## config.mk

```make
export PLATFORM = sky130hd
export DESIGN_NAME = scrambler_gen
export DESIGN_NICKNAME = d
export VERILOG_FILES = /design/src/rtl/scrambler_gen.sv
export SDC_FILE = /design/constraint.sdc
export NUM_CORES = 1
export LEC_CHECK = 0
export CAP_MARGIN = 20
export CORE_ASPECT_RATIO = 1.25
export CORE_MARGIN = 10
export CORE_UTILIZATION = 40
export CTS_CLUSTER_SIZE = 24
export DETAILED_ROUTE_END_ITERATION = 6
export GPL_TIMING_DRIVEN = 0
export PLACE_DENSITY = 0.76
export SLEW_MARGIN = 30
export SYNTH_ARGS = -nofsm -noshare
export SYNTH_HDL_FRONTEND = slang
export SYNTH_SLANG_ARGS = --single-unit
```

## constraint.sdc

```tcl
create_clock -name clk -period 2.2 [get_ports clk]
set_clock_uncertainty 0.05 [all_clocks]
set_input_delay 0.33 -clock clk [delete_from_list [all_inputs] [get_ports clk]]
set_output_delay 0.33 -clock clk [all_outputs]
set_load 0.1 [all_outputs]
```

## src/rtl/scrambler_gen.sv

```systemverilog
// scrambler_gen: self-synchronous multiplicative scrambler/descrambler,
// polynomial 1 + x^TAP_A + x^TAP_B, with one registered valid/ready stage
// and a lock indicator that tracks how much history came from line data.
// Optional feature macro: SCRAMBLER_BYPASS_EN adds a quasi-static bypass port.
module scrambler_gen #(
    parameter int               DATA_WIDTH = 116,
    parameter int               TAP_A      = 39,
    parameter int               TAP_B      = 58,
    parameter int               DESCRAMBLE = 0,
    parameter logic [TAP_B-1:0] SEED       = TAP_B'(58'h155555555555555)
) (
    input  logic                  clk,
    input  logic                  rst_n,
    input  logic                  seed_load,
`ifdef SCRAMBLER_BYPASS_EN
    input  logic                  bypass,
`endif
    input  logic [DATA_WIDTH-1:0] s_data,
    input  logic                  s_valid,
    output logic                  s_ready,
    output logic [DATA_WIDTH-1:0] m_data,
    output logic                  m_valid,
    input  logic                  m_ready,
    output logic                  locked
);

    localparam int CW = $clog2(TAP_B + 1);

    logic [TAP_B-1:0]            hist;
    logic [TAP_B-1:0]            hist_nxt;
    logic [CW-1:0]               cnt;
    logic [CW-1:0]               cnt_nxt;
    logic [DATA_WIDTH-1:0]       beat_out;
    logic [DATA_WIDTH-1:0]       line;
    logic [TAP_B+DATA_WIDTH-1:0] line_cat;
    logic                        accept;
    logic                        byp;

`ifdef SCRAMBLER_BYPASS_EN
    assign byp = bypass;
`else
    assign byp = 1'b0;
`endif

    // Bit-serial evaluation unrolled over the beat. ext holds the line
    // stream: ext[TAP_B+k] is line bit k of this beat, ext[TAP_B+k] for k<0
    // falls into the history. For scrambling the line bit is the output bit,
    // so later bits of the beat see earlier outputs of the same beat.
    function automatic logic [DATA_WIDTH-1:0] scr_beat(
        input logic [TAP_B-1:0]      h,
        input logic [DATA_WIDTH-1:0] din,
        input logic                  bp
    );
        logic [TAP_B+DATA_WIDTH-1:0] ext;
        logic [DATA_WIDTH-1:0]       res;
        ext            = '0;
        ext[TAP_B-1:0] = h;
        res            = '0;
        for (int i = 0; i < DATA_WIDTH; i++) begin
            res[i]         = bp ? din[i] : (din[i] ^ ext[TAP_B+i-TAP_A] ^ ext[i]);
            ext[TAP_B+i]   = (DESCRAMBLE != 0 || bp) ? din[i] : res[i];
        end
        return res;
    endfunction

    assign accept   = s_valid && s_ready;
    assign s_ready  = !m_valid || m_ready;
    assign beat_out = scr_beat(hist, s_data, byp);
    // In bypass beat_out equals s_data, so the line selection stays correct.
    assign line     = (DESCRAMBLE != 0) ? s_data : beat_out;
    assign line_cat = {line, hist};
    assign hist_nxt = line_cat[TAP_B+DATA_WIDTH-1 -: TAP_B];
    assign locked   = (cnt == CW'(TAP_B));

    // Lock counter advance: add the beat width, saturating at TAP_B.
    always_comb begin
        cnt_nxt = cnt;
        if (int'(cnt) + DATA_WIDTH >= TAP_B)
            cnt_nxt = CW'(TAP_B);
        else
            cnt_nxt = cnt + CW'(DATA_WIDTH);
    end

    // History and lock counter; a reload wins over a same-edge accept.
    always_ff @(posedge clk or negedge rst_n) begin
        if (!rst_n) begin
            hist <= SEED;
            cnt  <= '0;
        end else if (seed_load) begin
            hist <= SEED;
            cnt  <= '0;
        end else if (accept) begin
            hist <= hist_nxt;
            cnt  <= cnt_nxt;
        end
    end

    // Output register stage: load on accept, drop valid once consumed.
    always_ff @(posedge clk or negedge rst_n) begin
        if (!rst_n) begin
            m_valid <= 1'b0;
            m_data  <= '0;
        end else if (accept) begin
            m_valid <= 1'b1;
            m_data  <= beat_out;
        end else if (m_ready) begin
            m_valid <= 1'b0;
        end
    end

endmodule
```

Yosys cells after proc, flatten, opt, wreduce, memory -nomap -nowiden
Index checks and enable logic that the tools add are counted.
{"block": "totals", "in_bits": 121, "elab_cells": 252, "out_inout_bits": 119, "register_bits": 181}
{"block": "classes", "muxes": 7, "magnitude_cmp": 1, "n_reduce_logical": 5, "addsub": 2, "n_eq_ne": 1, "n_bitwise": 232}
{"cell": "1-bit bitwise XOR", "n": 232}
{"cell": "58-bit two-way mux", "n": 2}
{"cell": "32-bit by 7-bit >= comparator with 1-bit output (second input constant)", "n": 1}
{"cell": "6-bit two-way mux", "n": 3}
{"cell": "6-bit by 7-bit adder with 8-bit output (second input constant)", "n": 1}
{"cell": "6-bit adder (second input constant)", "n": 1}
{"cell": "6-bit == test (second input constant)", "n": 1}
{"cell": "2-bit nonzero test", "n": 2}
{"cell": "1-bit two-way mux", "n": 2}
{"cell": "1-bit logical AND", "n": 1}
{"cell": "1-bit zero test", "n": 1}
{"cell": "1-bit logical OR", "n": 1}

Logic depth before layout (Yosys ltp)
Gate-level depths: netlist of the first run.
{"block": "logic_depth", "ltp_word": 8, "depth_mapped": 7, "ltp_nobuf": 5}

Worst setup path after synthesis of the first run
OpenSTA, ideal clock, no wires.
{"block": "synth_path", "path_type": "reg2reg", "startpoint": "register m_valid", "endpoint": "register hist[51]", "path_stages_with_launch": 8, "synth_period_minus_slack_ps": 3269, "t_arrival_ps": 3100, "setup_slack_ps": -1069, "path_buffers": 3, "required_time_ps": 2031, "setup_time_ps": 119, "path_cell_list": "dfrtp_1 nand2b_1 nand2_1 clkbuf_1 clkbuf_1 clkbuf_1 nor2_1 o21a_1"}
{"block": "synth_via", "elab_chain_len": 4}
{"element": "start: declaration", "line": "22", "text": "output logic m_valid,"}
{"element": "start signal: assignment", "line": "101", "text": "m_valid <= 1'b0;"}
{"element": "start signal: assignment", "line": "104", "text": "m_valid <= 1'b1;"}
{"element": "start signal: assignment", "line": "107", "text": "m_valid <= 1'b0;"}
{"element": "1-bit zero test", "line": "67", "text": "assign s_ready = !m_valid || m_ready;"}
{"element": "1-bit logical OR", "line": "67"}
{"element": "net s_ready", "line": "20", "text": "output logic s_ready,"}
{"element": "1-bit logical AND", "line": "66", "text": "assign accept = s_valid && s_ready;"}
{"element": "2-bit nonzero test (no line)"}
{"element": "end signal: assignment", "line": "93", "text": "hist <= hist_nxt;"}
{"element": "end: declaration", "line": "29", "text": "logic [TAP_B-1:0] hist;"}
The timed path passes the listed nets, and every way through them passes these cells.
A chain may end at the register's enable or synchronous reset.

Final worst setup path of the first run
{"block": "layout_path", "startpoint": "register cnt[2]", "endpoint": "output locked"}
{"block": "layout_via", "elab_chain_len": 1}
{"element": "start: declaration", "line": "31", "text": "logic [CW-1:0] cnt;"}
{"element": "start signal: assignment", "line": "94", "text": "cnt <= cnt_nxt;"}
{"element": "6-bit == test", "line": "73", "text": "assign locked = (cnt == CW'(TAP_B));"}
{"element": "end: declaration", "line": "24", "text": "output logic locked"}
No other way between the ends.

==> flow_summary_export.csv, run 1 <==
group,metric,value,unit
run_status,status,"finished clean",
critical_path,worst_r2r_path_depth,5,
critical_path,r2r_end,"hist[50]",
routing,ant_nets,0,
floorplan,floorplan.initialDensity,0.409,
clock_tree,cts.root.buffer_cell,"clkbuf_16",
timing,final.min_clock_period,2.13,ns
critical_path,worst-setup-path-type,"flop to primary output",
clock_tree,cts_made_buffers,17,
critical_path,end_kind,"primary output",
routing,wl_per_cell,23.6,µm
cells_and_area,drive_gt1_frac,0.109,
place,portBuffers,238,
floorplan,dieArea,30300,µm²
timing,period_share,0.967,
routing,first_pass_iters,5,
timing,slew_headroom,0.317,
clock_tree,postCtsSetupRepairBufs,0,
clock_tree,path_clk_slew,0.07,ns
critical_path,start_kind,"flop",
yosys,ys_warn_count,0,
clock_tree,clkLatencyLatePin,0.44,ns
routing,drc,0,
timing,finalHoldViolations,0,
yosys,yosysUniqueCellTypes,31,
global_routing,grt_max_degree,76,
floorplan,die-height,192,µm
critical_path,crit_path_start,"cnt[2]",
floorplan,ioPinCount,240,
routing,routed_wl,33600,µm
yosys,syn_inst,860,
critical_path,path_max_fanout,4,
critical_path,reg2reg_slack,0.09,ns
timing,whs,0.304,ns
global_routing,antenna_found_initial,2,
global_routing,grt_pass1_vias,7801,
cells_and_area,finalNetCount,1242,
place,dp_cells,1388,
routing,route.vias.total,7378,
cells_and_area,area_growth,34.3,%
routing,via_per_inst,5.19,
clock_tree,h-tree-depth,4,
clock_tree,clockBufferDepth,2,
critical_path,reg2reg_from,"hist[30]",
routing,first_iter_violations,395,
yosys,syn_area,9460,µm²
yosys,seq_area_frac_synth,0.480,
floorplan,core_area,23100,µm²
yosys,syn_nets,984,
yosys,synth-seq-cells,180,
cells_and_area,final_cell_mix,"nand2_1, dfrtp_1, xnor2_1",
critical_path,critPathRequiredTime,1.82,ns
timing,rsz0062_at_grt,"false",
clock_tree,cts_tree,"yes",
global_routing,grt.overflow.total,0,
place,place_hpwl,24400,µm
yosys,synth.avg_cell_area,11.0,µm²
run,maxCapViolations,0,
global_routing,grt_pass1_wl,49200,µm
timing,report.final.setup_viol,0,
floorplan,rows,62,
cells_and_area,instances_no_fill,1421,
clock_tree,cts_sinks,180,
floorplan,die_w,158,µm
place,globalplace.congestion,0.845,
timing,worst_pin_slew,1.03,ns
timing,drv_slew,0,
critical_path,critPathArrivalTime,1.75,ns
cells_and_area,final_common_cell,"nand2_1",
min_path,min_path_type,"input pin to async pin",
global_routing,grt_util_all_layers,0.223,
timing,max_freq,470,MHz
==> cell type report <==
type | instances | area, µm²
Multi-Input combinational cell | 631 | 4770
Antenna cell | 2 | 5.00
Buffer | 41 | 206
Inverter | 6 | 22.5
Clock buffer | 18 | 429
Timing Repair Buffer | 241 | 2250
Fill cell | 2060 | 10400
Tap cell | 288 | 360
Clock inverter | 14 | 129
Sequential cell | 180 | 4540
==> critical path, stage by stage, from the launching register on <==
cell and delay [ns]:
dfrtp_1 0.42, inv_1 0.11, ha_1 0.15, and4_1 0.18, buf_2 0.44
==> sequential cells by signal (all words and copies together) (netlist names) <==
| signal | cells |
|---|---|
| cnt | 5 |
| hist | 58 |
| m_data | 116 |
| m_valid | 1 |
==> synth_stat cells <==
cell type	number	share of area
o211ai_1	4	0.0032
inv_1	6	0.0024
a211o_1	19	0.018
xnor3_1	44	0.10
xor3_1	6	0.015
dfrtp_1	151	0.40
a21oi_1	30	0.016
ha_1	3	0.0040
or3_1	14	0.0093
and2_0	2	0.0013
nand2b_1	6	0.0040
nand2_1	183	0.073
nand3_1	16	0.0085
clkbuf_1	39	0.015
xor2_2	4	0.0069
o21ai_0	72	0.038
xnor3_2	2	0.0050
a21o_1	23	0.018
nor3_1	2	0.0011
xnor2_2	5	0.0086
dfstp_2	29	0.081
o221ai_1	1	0.00093
o22ai_1	1	0.00066
and4_1	1	0.00093
buf_1	4	0.0016
xor2_1	33	0.031
mux2i_1	6	0.0063
xnor2_1	123	0.11
o21a_1	1	0.00079
and2_1	4	0.0026
nor2_1	26	0.010
==> worst max path at each step <==
stage	to	slack [ns]	cells after the start
after detailed placement	m_data[30]	-1.06	8
after global routing	hist[47]	0.0003	5
after global placement	m_valid	-8.30	1
after CTS	hist[57]	0.05	7
final	locked	0.07	4
after floorplan	hist[37]	0.03	7
==> per-layer routing <==
layer / vias to the layer above / GRT usage / wire length [µm]
met5: - / 0 / 0
met3: 41 / 0.0513 / 1960
met4: 0 / 0.0695 / 684
li1: 3366 / - / -
met1: 3750 / 0.270 / 13700
met2: 221 / 0.386 / 17200
==> repair_timing <==
action	in CTS	in global routing
hold buffers	1	0
pin swaps	0	1
resized for setup	138	8
setup endpoints to repair	262	45
hold endpoints to repair	33	0
==> cells by family (layout without fill, tap and decap cells) <==
group / Yosys count / after routing / synth area share
and+or+nand+nor: 254 / 254 / 0.111
muxes: 6 / 6 / 0.00635
AOI/OAI and AO/OA: 151 / 151 / 0.0953
buffers and inverters: 49 / 320 / 0.0194
adders and majority gates: 3 / 3 / 0.00397
xor gates and xnor gates: 217 / 217 / 0.285
other: 0 / 2 / 0
DFF: 180 / 180 / 0.480
==> metrics by stage <==
| stage | instance area (µm²) | setup WS, ns | setup TNS, ns | util |
|---|---|---|---|---|
| 2_1_floorplan | 9480 | 0.0280 | 0 | - |
| 3_3_place_gp | 12200 | -8.30 | -1301.49 | 0.529 |
| 3_5_place_dp | 12200 | -1.06 | -118.01 | 0.528 |
| 4_1_cts | 12700 | 0.0504 | 0 | 0.549 |
| 5_1_grt | 12700 | 0.000346 | 0 | 0.550 |
| 6_report | 12700 | 0.0732 | 0 | 0.550 |
Power of run 1 is not shown: default switching activity piles up to over one toggle a cycle in this logic, so the estimate is an artifact.
==> inputs of run 2 (changes only) <==
CORE_MARGIN = 8   (was 10)
==> run 2 against run 1 <==
Effect of this change: critical path type unchanged; highest routed layer unchanged; die area down 4.6%; flip-flop and latch count unchanged; sequential share of layout area decreased by 0.084 points.
==> flow_summary_export.csv, run 2 (same netlist as run 1, synthesis figures left out) <==
group,metric,value,unit
routing,ant_nets,0,
clock_tree,postCtsSetupRepairBufs,0,
clock_tree,h-tree-depth,4,
place,portBuffers,238,
critical_path,reg2reg_from,"hist[30]",
run,maxCapViolations,0,
run_status,status,"finished clean",
place,globalplace.congestion,0.853,
timing,period_share,0.968,
global_routing,grt.overflow.total,0,
critical_path,reg2reg_slack,0.11,ns
cells_and_area,final_cell_mix,"nand2_1, dfrtp_1, xnor2_1",
min_path,min_path_type,"input pin to async pin",
cells_and_area,area_growth,34.6,%
global_routing,grt_util_all_layers,0.235,
cells_and_area,drive_gt1_frac,0.103,
global_routing,grt_max_degree,82,
timing,final.min_clock_period,2.13,ns
global_routing,grt_pass1_vias,8044,
clock_tree,cts.root.buffer_cell,"clkbuf_16",
timing,whs,0.334,ns
timing,worst_pin_slew,1.04,ns
routing,wl_met3,1820,µm
timing,report.final.setup_viol,0,
critical_path,path_buf_inv,1,
cells_and_area,n_fill_cell,2072,
critical_path,path_cells,"dlygate4sd2_1",
clock_tree,cts_tree,"yes",
floorplan,core_area,23500,µm²
critical_path,cpLargestDelayFamily,"buffers and inverters",
cells_and_area,largestRegisters,"m_data: 116 flops, hist: 58 flops, cnt: 5 flops",
timing,finalHoldViolations,0,
routing,drc,0,
global_routing,grt_pass1_wl,49900,µm
clock_tree,cts_sinks,180,
cells_and_area,top_register,"m_data",
critical_path,critPathRequiredTime,1.82,ns
floorplan,dieArea,28900,µm²
place,place_hpwl,24200,µm
clock_tree,cts_made_buffers,17,
floorplan,die_w,154,µm
global_routing,antenna_found_initial,2,
routing,wl_per_cell,23.2,µm
routing,route.vias.total,7385,
critical_path,critPathArrivalTime,1.75,ns
cells_and_area,finalNetCount,1244,
critical_path,critical_path.max_stage_delay,0.89,ns
routing,wl_met1,13400,µm
critical_path,end_kind,"primary output",
clock_tree,path_clk_slew,0.07,ns
critical_path,path_depth,1,
cells_and_area,final_common_cell,"nand2_1",
cells_and_area,largest_register_ffs,116,
critical_path,r2r_end,"hist[31]",
timing,drv_slew,0,
timing,slew_headroom,0.309,
critical_path,critPathSlowestCell,"dlygate4sd2_1",
routing,via_per_inst,5.18,
timing,rsz0062_at_grt,"false",
routing,routed_wl,33200,µm
critical_path,start_kind,"flop",
critical_path,worst-setup-path-type,"flop to primary output",
cells_and_area,final_util,0.542,
timing,max_freq,470,MHz
routing,first_iter_violations,428,
routing,met2_wirelength,16500,µm
floorplan,ioPinCount,240,
floorplan,floorplan.initialDensity,0.403,
routing,first_pass_iters,5,
routing,dr.max_layer_used,"met4",
critical_path,worst_r2r_path_depth,5,
floorplan,die-height,188,µm
floorplan,rows,63,
clock_tree,clockBufferDepth,2,
critical_path,path_max_fanout,2,
clock_tree,clkLatencyLatePin,0.44,ns
[run 2: worst max-delay path by stage]
stage            endpoint        from
3_5_place_dp   m_data[35]     m_ready
3_3_place_gp      m_valid       rst_n
4_1_cts           s_ready     m_valid
5_1_grt        m_data[35]     m_valid
6_report       m_data[63]  m_data[63]
2_1_floorplan    hist[37]     m_valid
[run 2: through the flow]
step           TNS (ns)  instance area (µm²)  cells  setup WS [ns]
4_1_cts         -0.0488                12700   1425        -0.0488
5_1_grt               0                12700   1427       0.000666
6_report              0                12700   1427         0.0710
3_3_place_gp   -1302.13                12200   1390          -8.31
2_1_floorplan         0                 9480    860         0.0280
3_5_place_dp    -112.26                12300   1393          -1.02
[run 2: repair_timing]
item | 4_1_cts | 5_1_grt
hold buffers | 1 | 0
endpoints found under the hold margin | 45 | 0
endpoints found under the setup margin | 269 | 82
gates cloned | 0 | 0
pin swaps | 0 | 1
resized for setup | 141 | 27
[run 2: cell type report]
type | instances | area [µm²] | share of cell area
Multi-Input combinational cell | 631 | 4760 | 0.374
Sequential cell | 180 | 4540 | 0.357
Timing Repair Buffer | 242 | 2280 | 0.179
Clock buffer | 19 | 453 | 0.0356
Tap cell | 292 | 365 | 0.0287
Buffer | 42 | 211 | 0.0166
Clock inverter | 13 | 103 | 0.00805
Inverter | 6 | 22.5 | 0.00177
Antenna cell | 2 | 5.00 | 0.000393
[run 2: layer usage]
layer | up-vias | track usage
met5 | - | 0
met4 | 0 | 0.123
met3 | 70 | 0.0525
met2 | 262 | 0.394
met1 | 3670 | 0.277
li1 | 3383 | -
Power of run 2 is left out for the same reason.
==> patch 1: new RTL, config.mk and constraints of run 1 <==
Build with the macro `SCRAMBLER_BYPASS_EN` defined.
--- a/src/rtl/scrambler_gen.sv
+++ b/src/rtl/scrambler_gen.sv
@@ -4,2 +4,4 @@
 // Optional feature macro: SCRAMBLER_BYPASS_EN adds a quasi-static bypass port.
+`define SCRAMBLER_BYPASS_EN
+
 module scrambler_gen #(
Ports: changed (added bypass); port bits go from 240 to 241. No check against the original RTL was run, so the function may have changed too.
==> patch 1 against run 1 <==
Die area rose by 16%; setup slack got worse by 56 ps; core utilization fell by 0.056 points; wire length increased by 32%; sequential cell count unchanged; synthesized area rose by 19%; design area increased by 19%; critical endpoint is now hist[51]; highest routed layer is now met5.
==> patch 1: results (changes against run 1) <==
Status
  – Status: finished clean

Clock network
  – Post-CTS Setup Repair Bufs: 4 (+4)
  – Resize count post-CTS: 145 (+5.1%)
  – Root Buffer: clkbuf_16
  – H-tree levels: 4 (unchanged)
  – Clock Latency Late Sink: 460 ps (+20 ps)

Worst setup path
  – Crit path DAT: 2490 ps (+740 ps)
  – Crit path max-delay family: XOR/XNOR gates
  – Critical setup path kind: reg2reg
  – Reg-to-reg critical path startpoint: hist[50]
  – Reg2reg path depth: 6 (+1)
  – Setup slack, reg-to-reg: 20 ps (-70 ps)
  – Critical Path Slowest Stage Cell: dfstp_2
  – Worst Setup EP: hist[51]
  – Slowest stage delay, CP: 660 ps (+220 ps)

Yosys
  – Cells after synthesis: 1191 (+38%)
  – Asr flop ratio synth: 1.000 (unchanged)
  – Syn nets: 1316 (+34%)
  – Multiplexer share of the synthesized area: 0.008909 (+0.002563)
  – Register area share after synthesis: 0.4041 (-0.07565)
  – Yosys cell types: 43 (+39%)
  – Synth Area in Compound Gates: 0.1058 (+0.01047)
  – Cell area after synthesis: 11240 um^2 (+19%)
  – Post-Synth Adder-Cell Area: 0.003341 (-0.0006254)
  – Post-Synth XOR/XNOR Area: 0.2692 (-0.01548)
  – Synth top cells by count: xnor2_1 (243), nor2_1 (183), dfrtp_1 (151), nand2_1 (88), o21ai_0 (77)
  – Ys Warns: 0 (unchanged)
  – Synth area leaders: dfrtp_1 (34%), xnor2_1 (19%), dfstp_2 (6.8%)

Final layout
  – Area Overhead vs Synth: 35.17%
  – Final #Nets: 1585 (+28%)
  – Layout cell share with drive strength beyond 1: 0.1711 (+0.06233)
  – Cell Count, Final, Fillers Out: 1835 (+29%)
  – Filler Cells Inserted: 2445 (+19%)

Global route
  – GR Util met1: 0.2770 (+0.007486)
  – M2 GR Usage: 0.4113 (+0.02486)
  – Antenna violations before repair: 14 (+12)
  – Global-route usage over all layers: 0.2433 (+0.02000)
  – Met3 GRT Util: 0.06279 (+0.01153)
  – First-pass GRT wire length: 63.94 mm (+30%)
  – Largest net degree at the start of global routing: 85 (+12%)

Placement
  – Dpl cell area: 14120 um^2 (+16%)
  – Pre-CTS setup slack: -947.4 ps (+114.6 ps)
  – Final Wtd Congestion: 0.9241 (+9.4%)
  – Number of I/O port buffers: 239 (+0.42%)
  – Dpl hpwl: 33.88 mm (+39%)

Min path
  – Hold wc startpoint: bypass
  – WHS Path Cells: 4
  – Worst hold path type: in2reg

Power
  – Tot Pwr: 16.47 mW
  – Clk pwr: 3.21 mW

STA
  – Relative slew slack: 0.3128 (-0.004160)
  – Final hold slack: 304.7 ps (+1.015 ps)

Routing
  – Routed vias: 10040 (+36%)
  – DR WL met2: 21.79 mm (+26%)
  – Top routing layer in use: met5
  – Metal1 wirelength: 16.40 mm (+20%)
  – DR iter-0 viols: 894 (+130%)
  – WL met3: 3.830 mm (+95%)
  – Routed len/inst: 24.08 um (+2.0%)
patch 1: changes by cell type after synthesis, moves of 11 or more:
| cell | before | now |
|---|---|---|
| a21oi_1 | 30 | 42 |
| buf_2 | 0 | 12 |
| xnor3_1 | 44 | 19 |
| a211o_1 | 19 | 0 |
| clkbuf_1 | 39 | 54 |
| xor2_1 | 33 | 20 |
| a21o_1 | 23 | 0 |
| a211oi_1 | 0 | 11 |
| nor2_1 | 26 | 183 |
| xnor2_1 | 123 | 243 |
| xnor2_2 | 5 | 18 |
| or3_1 | 14 | 27 |
| nor3_1 | 2 | 28 |
| nand2_1 | 183 | 88 |
patch 1: layout make-up:
cell class / instances / area share
clock inverters: 12 / 0.009392
well taps: 350 / 0.02883
multi-input cells: 920 / 0.4410
diodes: 12 / 0.001977
repair buffers: 259 / 0.1593
plain buffers: 80 / 0.03032
inverters: 2 / 0.0004943
clock buffers: 20 / 0.02941
flip-flops and latches: 180 / 0.2992
==> patch 2: new RTL, config.mk and constraints of run 1 <==
Without the edit above. Make the reset (`rst_n`) synchronous in 2 clocked blocks.
--- a/src/rtl/scrambler_gen.sv
+++ b/src/rtl/scrambler_gen.sv
@@ -84,3 +84,3 @@
     // History and lock counter; a reload wins over a same-edge accept.
-    always_ff @(posedge clk or negedge rst_n) begin
+    always_ff @(posedge clk) begin
         if (!rst_n) begin
@@ -98,3 +98,3 @@
     // Output register stage: load on accept, drop valid once consumed.
-    always_ff @(posedge clk or negedge rst_n) begin
+    always_ff @(posedge clk) begin
         if (!rst_n) begin
Formal check against the unedited RTL: differs if rst_n is asserted again (counterexample within 4 cycles, from zero or initial values and one cycle with rst_n low); with rst_n held inactive, the same outputs for 4 cycles.
==> patch 2 against run 1 <==
First-iteration DRC count increased by 46%; critical path type is now in2reg; sequential cell count unchanged; wire length increased by 7.3%; synthesized area increased by 4.5%; design area increased by 4.0%; setup slack improved by 3.5 ps.
==> patch 2: results (changes against run 1) <==
STA
  – Final hold slack: 401.4 ps (+97.78 ps)

Global route
  – Met3 GRT Util: 0.04985 (-0.001400)
  – Antenna violations before repair: 4 (+2)
  – M2 GR Usage: 0.3790 (-0.007388)
  – First-pass GRT wire length: 52.63 mm (+7.0%)
  – Vias in the first global route: 8490 (+8.8%)
  – Largest net degree at the start of global routing: 18 (-76%)
  – Global-route usage over all layers: 0.2219 (-0.001409)

Routing
  – Top routing layer in use: met5
  – DR iter-0 viols: 578 (+46%)
  – WL met3: 2.676 mm (+36%)
  – Metal1 wirelength: 14.26 mm (+4.3%)
  – Final WL: 36.00 mm (+7.3%)
  – DR WL met2: 17.59 mm (+2.0%)
  – Vias per inst: 5.225 (+0.64%)

Worst setup path
  – Crit-path max FO: 10 (+6)
  – Setup slack, reg-to-reg: 160 ps (+70 ps)
  – Crit path DAT: 2370 ps (+620 ps)
  – Reg2reg path depth: 6 (+1)
  – Reg-to-reg endpoint: hist[29]
  – Slowest stage delay, CP: 750 ps (+310 ps)
  – Reg-to-reg critical path startpoint: m_valid
  – Critical Path Slowest Stage Cell: clkbuf_1

Min path
  – WHS Path Cells: 2
  – Worst hold path type: reg2reg

Yosys
  – Yosys cell types: 38 (+23%)
  – Synth top cells by count: dfxtp_1 (180), nand2_1 (113), xnor2_1 (109), nand3_1 (96), o21ai_0 (74)
  – Ys Warns: 0 (unchanged)
  – Asr flop ratio synth: 0 (-1.000)
  – Synth area leaders: dfxtp_1 (36%), xnor3_1 (14%), xnor2_1 (9.7%)
  – Post-Synth Adder-Cell Area: 0.003795 (-0.0001711)
  – Multiplexer share of the synthesized area: 0.001012 (-0.005334)
  – Register area share after synthesis: 0.3643 (-0.1154)
  – Synth Area in Compound Gates: 0.1188 (+0.02347)

Placement
  – Pre-CTS setup slack: -1206 ps (-143.8 ps)
  – Number of I/O port buffers: 239 (+0.42%)
  – Dpl hpwl: 27.44 mm (+13%)

Clock network
  – TritonCTS Buffers: 17 (unchanged)

Power
  – Leakage: 5.897 nW

Final layout
  – Layout cell share with drive strength beyond 1: 0.08898 (-0.01978)
  – Final #Nets: 1381 (+11%)

Status
  – Status: finished clean
[patch 2: timing repair]
action | 4_1_cts | 5_1_grt
resized for setup | 117 | 16
endpoints found under the hold margin | 0 | 0
setup endpoints to repair | 185 | 55
hold buffers | 0 | 0
[patch 2: area by class of cell]
| class | count | area (um^2) |
|---|---|---|
| antenna | 2 | 5.005 |
| buffer | 69 | 394.1 |
| clock buffer | 17 | 425.4 |
| clock inverter | 15 | 196.4 |
| fill | 2205 | 11210 |
| inverter | 5 | 22.52 |
| multi-input combinational | 745 | 5981 |
| sequential | 180 | 3607 |
| tap | 330 | 412.9 |
| timing repair buffer | 239 | 2172 |
[patch 2: power by group through the flow]
stage	clock [mW]	combinational, mW	sequential [mW]
6_report	3.27	5.74	3.90
5_1_grt	3.40	6.00	3.94
4_1_cts	3.29	5.72	3.89
3_5_place_dp	0	5.88	3.97
3_3_place_gp	0	5.87	3.96
2_1_floorplan	0	2.20	6.14
[patch 2: metrics by stage]
stage / cell area (um^2) / TNS [ps] / cells / util
finish: 13220 / 0 / 1602 / 0.5411
CTS: 13210 / -93.28 / 1600 / 0.5407
detailed placement: 12690 / -80130 / 1568 / 0.5198
floorplan: 9975 / -4119 / 999 / -
global route: 13220 / 0 / 1602 / 0.5411
global placement: 12780 / -74430 / 1568 / 0.5233
[patch 2: how the worst max path moves through the flow]
stage                     slack (ps)     from  depth (start not counted)    endpoint
after detailed placement       -1210  m_ready                          7    hist[29]
after global routing              30  m_valid                          6    hist[25]
after floorplan                  -60  m_valid                          8  m_data[12]
final                             80    rst_n                          5      cnt[5]
after CTS                        -90  m_valid                          3     s_ready
after global placement         -1170  m_ready                          7    hist[35]
[patch 2: critical path, delay by kind of cell]
kind	cells	cell delay [ps]
simple gates	2	350
buf+inv	3	1670
